$ cat config.mk
export PLATFORM = sky130hd
export DESIGN_NAME = ps2_keystroke_source_flat
export DESIGN_NICKNAME = d
export VERILOG_FILES = /design/src/rtl/ps2_key_pkg.sv /design/src/rtl/ps2_keystroke_source_if.sv /design/src/rtl/ps2_rx_frame.sv /design/src/rtl/ps2_keystroke_source.sv /design/src/flat_wrapper.sv
export SDC_FILE = /design/constraint.sdc
export NUM_CORES = 1
export LEC_CHECK = 0
export ABC_AREA = 1
export CAP_MARGIN = 20
export CORE_MARGIN = 3
export CORE_UTILIZATION = 25
export DETAILED_ROUTE_END_ITERATION = 10
export GPL_ROUTABILITY_DRIVEN = 0
export MAX_ROUTING_LAYER = met4
export SLEW_MARGIN = 40
export SYNTH_ARGS = -nofsm -noshare
export SYNTH_HDL_FRONTEND = slang
export SYNTH_SLANG_ARGS = --single-unit
$ cat constraint.sdc
create_clock -name clk -period 6.6 [get_ports clk]
set_input_delay 1.32 -clock clk [delete_from_list [all_inputs] [get_ports clk]]
set_output_delay 1.32 -clock clk [all_outputs]
set_load 0.01 [all_outputs]
$ cat src/rtl/ps2_key_pkg.sv
// ps2_key_pkg: keystroke output codes, set-2 scan codes and frame FSM encoding
// Revision: 1.0
`default_nettype none

package ps2_key_pkg;

  localparam logic [4:0] KEY_NONE  = 5'd0;
  localparam logic [4:0] KEY_A = 5'd1,  KEY_B = 5'd2,  KEY_C = 5'd3,  KEY_D = 5'd4;
  localparam logic [4:0] KEY_E = 5'd5,  KEY_F = 5'd6,  KEY_G = 5'd7,  KEY_H = 5'd8;
  localparam logic [4:0] KEY_I = 5'd9,  KEY_J = 5'd10, KEY_K = 5'd11, KEY_L = 5'd12;
  localparam logic [4:0] KEY_M = 5'd13, KEY_N = 5'd14, KEY_O = 5'd15, KEY_P = 5'd16;
  localparam logic [4:0] KEY_Q = 5'd17, KEY_R = 5'd18, KEY_S = 5'd19, KEY_T = 5'd20;
  localparam logic [4:0] KEY_U = 5'd21, KEY_V = 5'd22, KEY_W = 5'd23, KEY_X = 5'd24;
  localparam logic [4:0] KEY_Y = 5'd25, KEY_Z = 5'd26;
  localparam logic [4:0] KEY_SPACE = 5'd27, KEY_BKSP = 5'd28, KEY_ENTER = 5'd29;

  localparam logic [7:0] SC_BREAK = 8'hF0;
  localparam logic [7:0] SC_EXT   = 8'hE0;
  localparam logic [7:0] SC_A = 8'h1C, SC_B = 8'h32, SC_C = 8'h21, SC_D = 8'h23;
  localparam logic [7:0] SC_E = 8'h24, SC_F = 8'h2B, SC_G = 8'h34, SC_H = 8'h33;
  localparam logic [7:0] SC_I = 8'h43, SC_J = 8'h3B, SC_K = 8'h42, SC_L = 8'h4B;
  localparam logic [7:0] SC_M = 8'h3A, SC_N = 8'h31, SC_O = 8'h44, SC_P = 8'h4D;
  localparam logic [7:0] SC_Q = 8'h15, SC_R = 8'h2D, SC_S = 8'h1B, SC_T = 8'h2C;
  localparam logic [7:0] SC_U = 8'h3C, SC_V = 8'h2A, SC_W = 8'h1D, SC_X = 8'h22;
  localparam logic [7:0] SC_Y = 8'h35, SC_Z = 8'h1A;
  localparam logic [7:0] SC_SPACE = 8'h29, SC_BKSP = 8'h66, SC_ENTER = 8'h5A;

  typedef enum logic [1:0] {
    RX_IDLE  = 2'd0,
    RX_RECV  = 2'd1,
    RX_CHECK = 2'd2
  } rx_state_t;

  // Unmapped scan codes return KEY_NONE so the decoder can drop them.
  function automatic logic [4:0] scan_to_key(input logic [7:0] sc);
    logic [4:0] k;
    case (sc)
      SC_A: k = KEY_A;  SC_B: k = KEY_B;  SC_C: k = KEY_C;  SC_D: k = KEY_D;
      SC_E: k = KEY_E;  SC_F: k = KEY_F;  SC_G: k = KEY_G;  SC_H: k = KEY_H;
      SC_I: k = KEY_I;  SC_J: k = KEY_J;  SC_K: k = KEY_K;  SC_L: k = KEY_L;
      SC_M: k = KEY_M;  SC_N: k = KEY_N;  SC_O: k = KEY_O;  SC_P: k = KEY_P;
      SC_Q: k = KEY_Q;  SC_R: k = KEY_R;  SC_S: k = KEY_S;  SC_T: k = KEY_T;
      SC_U: k = KEY_U;  SC_V: k = KEY_V;  SC_W: k = KEY_W;  SC_X: k = KEY_X;
      SC_Y: k = KEY_Y;  SC_Z: k = KEY_Z;
      SC_SPACE: k = KEY_SPACE;
      SC_BKSP:  k = KEY_BKSP;
      SC_ENTER: k = KEY_ENTER;
      default:  k = KEY_NONE;
    endcase
    return k;
  endfunction

endpackage

`default_nettype wire

$ cat src/rtl/ps2_keystroke_source_if.sv
// ps2_keystroke_source_if: PS/2 pins in, keystroke/key_released/status out
// Revision: 1.0
`default_nettype none

interface ps2_keystroke_source_if;
  logic       ps2_clk;
  logic       ps2_data;
  logic [4:0] keystroke;
  logic       key_released;
  logic       key_valid;
  logic       frame_err;

  modport master (
    input  ps2_clk, ps2_data,
    output keystroke, key_released, key_valid, frame_err
  );

  modport slave (
    output ps2_clk, ps2_data,
    input  keystroke, key_released, key_valid, frame_err
  );
endinterface

`default_nettype wire

$ cat src/rtl/ps2_rx_frame.sv
// ps2_rx_frame: pin synchronizers, falling-edge detect, 11-bit frame FSM with timeout
// Revision: 1.0
`default_nettype none

module ps2_rx_frame
  import ps2_key_pkg::*;
#(
  parameter int CLK_HZ      = 100_000_000,
  parameter int TIMEOUT_US  = 200,
  parameter int SYNC_STAGES = 2
) (
  input  logic       clk,
  input  logic       reset,
  input  logic       i_ps2_clk,
  input  logic       i_ps2_data,
  output logic [7:0] o_byte,
  output logic       o_byte_valid,
  output logic       o_frame_err
);

  localparam int TIMEOUT_CYCLES = (CLK_HZ / 1_000_000) * TIMEOUT_US;
  localparam int TW = $clog2(TIMEOUT_CYCLES + 1);
  localparam logic [TW-1:0] C_TIMER_MAX = TW'(TIMEOUT_CYCLES - 1);

  logic [SYNC_STAGES-1:0] r_clk_sync;
  logic [SYNC_STAGES-1:0] r_data_sync;
  logic                   r_clk_prev;
  rx_state_t              r_state;
  rx_state_t              w_state_nxt;
  logic [3:0]             r_bit_cnt;
  logic [9:0]             r_shift;
  logic [TW-1:0]          r_timer;
  logic [7:0]             r_byte;
  logic                   r_byte_valid;
  logic                   r_frame_err;

  logic w_sync_clk;
  logic w_sync_data;
  logic w_fall;
  logic w_timeout;
  logic w_check_ok;
  logic w_check_err;

  assign w_sync_clk  = r_clk_sync[SYNC_STAGES-1];
  assign w_sync_data = r_data_sync[SYNC_STAGES-1];
  assign w_fall      = r_clk_prev & ~w_sync_clk;

  always_ff @(posedge clk) begin
    if (reset) r_state <= RX_IDLE;
    else       r_state <= w_state_nxt;
  end

  // r_shift fills from the top, so after ten samples [7:0]=data, [8]=parity, [9]=stop.
  always_comb begin
    w_state_nxt = r_state;
    w_timeout   = 1'b0;
    w_check_ok  = 1'b0;
    w_check_err = 1'b0;
    case (r_state)
      RX_IDLE: begin
        if (w_fall && !w_sync_data) w_state_nxt = RX_RECV;
      end
      RX_RECV: begin
        if (w_fall) begin
          if (r_bit_cnt == 4'd9) w_state_nxt = RX_CHECK;
        end else if (r_timer == C_TIMER_MAX) begin
          w_state_nxt = RX_IDLE;
          w_timeout   = 1'b1;
        end
      end
      RX_CHECK: begin
        w_state_nxt = RX_IDLE;
        if ((^r_shift[8:0]) && r_shift[9]) w_check_ok  = 1'b1;
        else                               w_check_err = 1'b1;
      end
      default: w_state_nxt = RX_IDLE;
    endcase
  end

  always_ff @(posedge clk) begin
    if (reset) begin
      r_clk_sync   <= '1;
      r_data_sync  <= '1;
      r_clk_prev   <= 1'b1;
      r_bit_cnt    <= 4'd0;
      r_shift      <= 10'd0;
      r_timer      <= '0;
      r_byte       <= 8'd0;
      r_byte_valid <= 1'b0;
      r_frame_err  <= 1'b0;
    end else begin
      r_clk_sync   <= {r_clk_sync[SYNC_STAGES-2:0], i_ps2_clk};
      r_data_sync  <= {r_data_sync[SYNC_STAGES-2:0], i_ps2_data};
      r_clk_prev   <= w_sync_clk;
      r_byte_valid <= w_check_ok;
      r_frame_err  <= w_check_err | w_timeout;
      if (w_check_ok) r_byte <= r_shift[7:0];
      if (r_state == RX_RECV) begin
        if (w_fall) begin
          r_shift   <= {w_sync_data, r_shift[9:1]};
          r_bit_cnt <= r_bit_cnt + 4'd1;
          r_timer   <= '0;
        end else begin
          r_timer   <= r_timer + 1'b1;
        end
      end else begin
        r_bit_cnt <= 4'd0;
        r_timer   <= '0;
      end
    end
  end

  assign o_byte       = r_byte;
  assign o_byte_valid = r_byte_valid;
  assign o_frame_err  = r_frame_err;

endmodule

`default_nettype wire

$ cat src/rtl/ps2_keystroke_source.sv
// ps2_keystroke_source: PS/2 set-2 make/break decoder driving keystroke/key_released.
// Optional macro KEY_REPEAT_FILTER_EN suppresses typematic repeats. Revision: 1.0
`default_nettype none

module ps2_keystroke_source
  import ps2_key_pkg::*;
#(
  parameter int CLK_HZ      = 100_000_000,
  parameter int TIMEOUT_US  = 200,
  parameter int SYNC_STAGES = 2
) (
  input  logic clk,
  input  logic reset,
  ps2_keystroke_source_if.master bus
);

  logic [7:0] w_rx_byte;
  logic       w_rx_valid;
  logic       w_rx_err;
  logic [4:0] w_code;
  logic       w_repeat;

  logic [4:0] r_keystroke;
  logic       r_key_released;
  logic       r_key_valid;
  logic       r_brk;
  logic       r_ext;

  ps2_rx_frame #(
    .CLK_HZ      (CLK_HZ),
    .TIMEOUT_US  (TIMEOUT_US),
    .SYNC_STAGES (SYNC_STAGES)
  ) u_rx (
    .clk          (clk),
    .reset        (reset),
    .i_ps2_clk    (bus.ps2_clk),
    .i_ps2_data   (bus.ps2_data),
    .o_byte       (w_rx_byte),
    .o_byte_valid (w_rx_valid),
    .o_frame_err  (w_rx_err)
  );

  assign w_code = scan_to_key(w_rx_byte);

`ifdef KEY_REPEAT_FILTER_EN
  assign w_repeat = (w_code == r_keystroke) && !r_key_released;
`else
  assign w_repeat = 1'b0;
`endif

  always_ff @(posedge clk) begin
    if (reset) begin
      r_keystroke    <= KEY_NONE;
      r_key_released <= 1'b1;
      r_key_valid    <= 1'b0;
      r_brk          <= 1'b0;
      r_ext          <= 1'b0;
    end else begin
      r_key_valid <= 1'b0;
      if (w_rx_err) begin
        r_brk <= 1'b0;
        r_ext <= 1'b0;
      end else if (w_rx_valid) begin
        if (w_rx_byte == SC_BREAK) begin
          r_brk <= 1'b1;
        end else if (w_rx_byte == SC_EXT) begin
          r_ext <= 1'b1;
        end else begin
          r_brk <= 1'b0;
          r_ext <= 1'b0;
          // Extended keys are not tracked; a break only releases the key being shown.
          if (!r_ext && (w_code != KEY_NONE)) begin
            if (!r_brk) begin
              if (!w_repeat) begin
                r_keystroke    <= w_code;
                r_key_released <= 1'b0;
                r_key_valid    <= 1'b1;
              end
            end else if (w_code == r_keystroke) begin
              r_key_released <= 1'b1;
            end
          end
        end
      end
    end
  end

  assign bus.keystroke    = r_keystroke;
  assign bus.key_released = r_key_released;
  assign bus.key_valid    = r_key_valid;
  assign bus.frame_err    = w_rx_err;

endmodule

`default_nettype wire
$ cat src/flat_wrapper.sv
// flat-port wrapper written by rule: the top's interface ports become plain ports
module ps2_keystroke_source_flat import ps2_key_pkg::*;
#(
  parameter int CLK_HZ      = 100_000_000,
  parameter int TIMEOUT_US  = 200,
  parameter int SYNC_STAGES = 2
)
  (clk, reset, bus_ps2_clk, bus_ps2_data, bus_keystroke, bus_key_released, bus_key_valid, bus_frame_err);
  ps2_keystroke_source_if bus_i ();
  input  logic clk;
  input  logic reset;
  input wire logic [$bits(bus_i.ps2_clk)-1:0] bus_ps2_clk;
  input wire logic [$bits(bus_i.ps2_data)-1:0] bus_ps2_data;
  output wire logic [$bits(bus_i.keystroke)-1:0] bus_keystroke;
  output wire logic [$bits(bus_i.key_released)-1:0] bus_key_released;
  output wire logic [$bits(bus_i.key_valid)-1:0] bus_key_valid;
  output wire logic [$bits(bus_i.frame_err)-1:0] bus_frame_err;
  assign bus_i.ps2_clk = bus_ps2_clk;
  assign bus_i.ps2_data = bus_ps2_data;
  assign bus_keystroke = bus_i.keystroke;
  assign bus_key_released = bus_i.key_released;
  assign bus_key_valid = bus_i.key_valid;
  assign bus_frame_err = bus_i.frame_err;
  ps2_keystroke_source #(.CLK_HZ(CLK_HZ), .TIMEOUT_US(TIMEOUT_US), .SYNC_STAGES(SYNC_STAGES)) u_core (.clk(clk), .reset(reset), .bus(bus_i));
endmodule
==> summary.txt <==
Run status
  – Status: finished clean

Logic synthesis
  – Multiplexer share of the synthesized area: 0%
  – Synth Cell Area: 3140 sq um
  – Synth Area in Simple Gates: 32.4%
  – Combinational family with the most area after synthesis: simple AND/OR/NAND/NOR gates
  – Xor-xnor portion of the synthesized cell area: 2.51%
  – Unique masters post-synth: 37
  – Mean Syn Cell Area: 7.00 sq um
  – Synthesized flop and latch total: 60
  – Post-Syn Instances: 449
  – Seq/Total Area, Yosys: 38.2%
  – Synth Area in Compound Gates: 13.2%
  – Syn Nets: 463
  – Synth Area in Adders: 3.98%
  – YS warnings: 0

Worst hold path
  – Worst Hold Class: flip-flop to flip-flop

Finish
  – Antenna Cells: 0
  – Fraction of layout cells with a size suffix above 1: 11.1%
  – Layout area overhead: 17.4%
  – # nets final: 478

Flow run
  – Max-Cap Viols: 0

Critical path
  – R2r setup slk: 3.60 ns
  – CP Data Required Time: 6.82 ns
  – CP max FO: 23
  – Critical path class: input pin to flip-flop
  – Crit start category: input pin
  – Arrival @ worst endpoint: 4.11 ns
  – CP endpoint kind: flip-flop

Place
  – Detail Placement HPWL: 4750 um
  – PortBufs: 11

Clock network
  – Sink Count: 60
  – Clock root cell: clkbuf_16
  – Hold Buf Count CTS: 0
  – TritonCTS clock tree: built
  – Clk slew on worst S/H paths: 0.05 ns
  – Clock latency on the worst-skew pair: 0.33 ns
  – Longest Clk Path Bufs: 2
  – Setup bufs post-CTS: 0
  – H-tree levels: 3
  – Cts repair resizes: 0
  – Cts bufs inserted: 9

Pwr
  – Peak VDD IR: 0.0970 mV
  – Power Density: 217 nW/um^2
  – Pleak: 1.56 nW
  – Pwr Total: 801 uW

STA
  – Setup TNS: 0 ns
  – RSZ-0062 raised after global routing: no
  – Minimum clock period: 3.89 ns
  – Fmax: 0.257 GHz
  – Final setup viols: 0
  – Layout Skew: 0.00460 ns
  – Final hold vios: 0
  – Worst slew pin tran: 0.710 ns
  – Relative slew slack: 52.6%
  – Slew Viols, Final: 0
  – Final worst-path cycle share: 58.9%

Die
  – Die ar.: 14000 sq um
  – Initial core utilization: 25.8%
  – FP Rows: 40
  – Chip height: 118 um
  – Die Wd: 118 um
  – CORE AREA: 12200 sq um
  – I/O pins: 12

Routing
  – Router iterations before antenna repair: 4
  – Total Wirelength: 6390 um
  – DR WL/cell: 10.0 um
  – Remaining DRCs: 0
  – 1st-iter DRT viols: 153
  – DR vias: 2764
  – DRT antenna net count: 0
  – Via-per-instance ratio: 4.34

Global route
  – First-pass GRT wire length: 11400 um
  – Largest net degree at the start of global routing: 24
  – GR Overflow Total: 0
  – Vias in the first global route: 2631
  – Total track usage: 10.0%
  – Initial antenna violation count: 0
==> path summary, 6_finish.rpt <==
check        depth (start not counted)                      start                   endpoint
max                                 16                      reset                  flip-flop
min                                  1  u_core.u_rx.r_clk_sync[0]  u_core.u_rx.r_clk_sync[1]
max reg2reg                         23     u_core.u_rx.r_shift[4]                  flip-flop
min reg2reg                          1  u_core.u_rx.r_clk_sync[0]  u_core.u_rx.r_clk_sync[1]
==> metal layers <==
metal	global-route usage (%)	vias up	part of all wire, %
met1	12.1	1248	50
met5	-	-	0
met2	15.7	33	45
met3	2.31	12	3.6
li1	-	1471	-
met4	5.05	0	2.3
==> cell usage after synthesis, drive strengths merged <==
library cell | instances | share of area [%]
nand3 | 29 | 5.5
a2111oi | 1 | 0.48
nor3b | 1 | 0.24
a31oi | 1 | 0.20
nand4 | 7 | 1.6
a22oi | 2 | 0.48
clkinv | 1 | 0.12
a211oi | 1 | 0.24
nand2 | 114 | 14
xor2 | 6 | 1.7
o22ai | 1 | 0.20
nor4 | 4 | 0.80
nor3 | 6 | 1.1
clkbuf | 4 | 0.48
o21a | 3 | 0.72
xnor2 | 3 | 0.84
nor2 | 55 | 7.5
or2 | 4 | 0.80
buf | 4 | 1.4
inv | 64 | 7.6
ha | 10 | 4.0
o211ai | 2 | 0.48
a21oi | 32 | 5.1
nand3b | 3 | 0.72
dfxtp | 60 | 38
o21ai | 31 | 5.3
==> registers in the layout, summed over array words and instances, names as in the netlist, 2 cells and up, named ones only <==
| name | count |
|---|---|
| u_core.u_rx.r_state | 2 |
| u_core.u_rx.r_clk_sync | 2 |
| u_core.bus.keystroke | 5 |
| u_core.u_rx.r_bit_cnt | 4 |
| u_core.u_rx.r_timer | 15 |
| u_core.u_rx.o_byte | 8 |
| u_core.u_rx.r_shift | 10 |
| u_core.u_rx.r_data_sync | 2 |
==> cell type report <==
type / count / area [sq um]
Sequential cell: 60 / 1200
Clock inverter: 6 / 38.8
Clock buffer: 10 / 239
Timing Repair Buffer: 12 / 118
Fill cell: 1311 / 8470
Tap cell: 168 / 210
Multi-Input combinational cell: 316 / 1640
Inverter: 65 / 244
==> critical path, cell delays in order <==
cell and delay, ns:
clkdlybuf4s50_1 0.67, inv_1 0.67, nand2_2 0.16, nor2_4 0.22
inv_2 0.10, ha_1 0.18, nand4_1 0.19, nand2_1 0.12
nand2_1 0.09, nand2_1 0.06, nand2_1 0.06, nand2_1 0.06
nand2_1 0.06, nand2_1 0.05, nand2_1 0.05, nand2_1 0.04
==> cell usage in the layout (no fill, tap or decap), types with 6 or more instances in the layout <==
cell type        count
nand2_1            109
dfxtp_1             60
inv_1               52
nor2_1              49
a21oi_1             32
o21ai_0             25
nand3_1             25
inv_2               12
clkdlybuf4s50_1     11
ha_1                10
clkbuf_16            9
xor2_1               6
nand4_1              6
==> kinds of logic (layout without fill, tap and decap cells) <==
family / Yosys count / count (layout)
xor gates and xnor gates: 9 / 9
adders and majority gates: 10 / 10
DFF: 60 / 60
buffers and inverters: 73 / 93
and+or+nand+nor: 223 / 223
AOI/OAI and AO/OA: 74 / 74
==> power breakdown <==
part / internal, mW / total [mW] / switching (mW)
clock: 0.263 / 0.424 / 0.162
sequential: 0.364 / 0.365 / 0.000729
combinational: 0.00417 / 0.0113 / 0.00711
total: 0.631 / 0.801 / 0.170
==> stage by stage <==
stage / setup WS (ns) / area, sq um / hold WS (ns) / utilization [%] / instances
2_1_floorplan: 3.77 / 3140 / 0.389 / - / 449
3_3_place_gp: 2.47 / 3410 / 0.400 / 28.0 / 621
3_5_place_dp: 2.37 / 3410 / 0.397 / 28.0 / 621
4_1_cts: 2.72 / 3690 / 0.410 / 30.3 / 637
5_1_grt: 2.37 / 3690 / 0.427 / 30.3 / 637
6_report: 2.71 / 3690 / 0.409 / 30.3 / 637
Power figures use the tool's default switching activity.
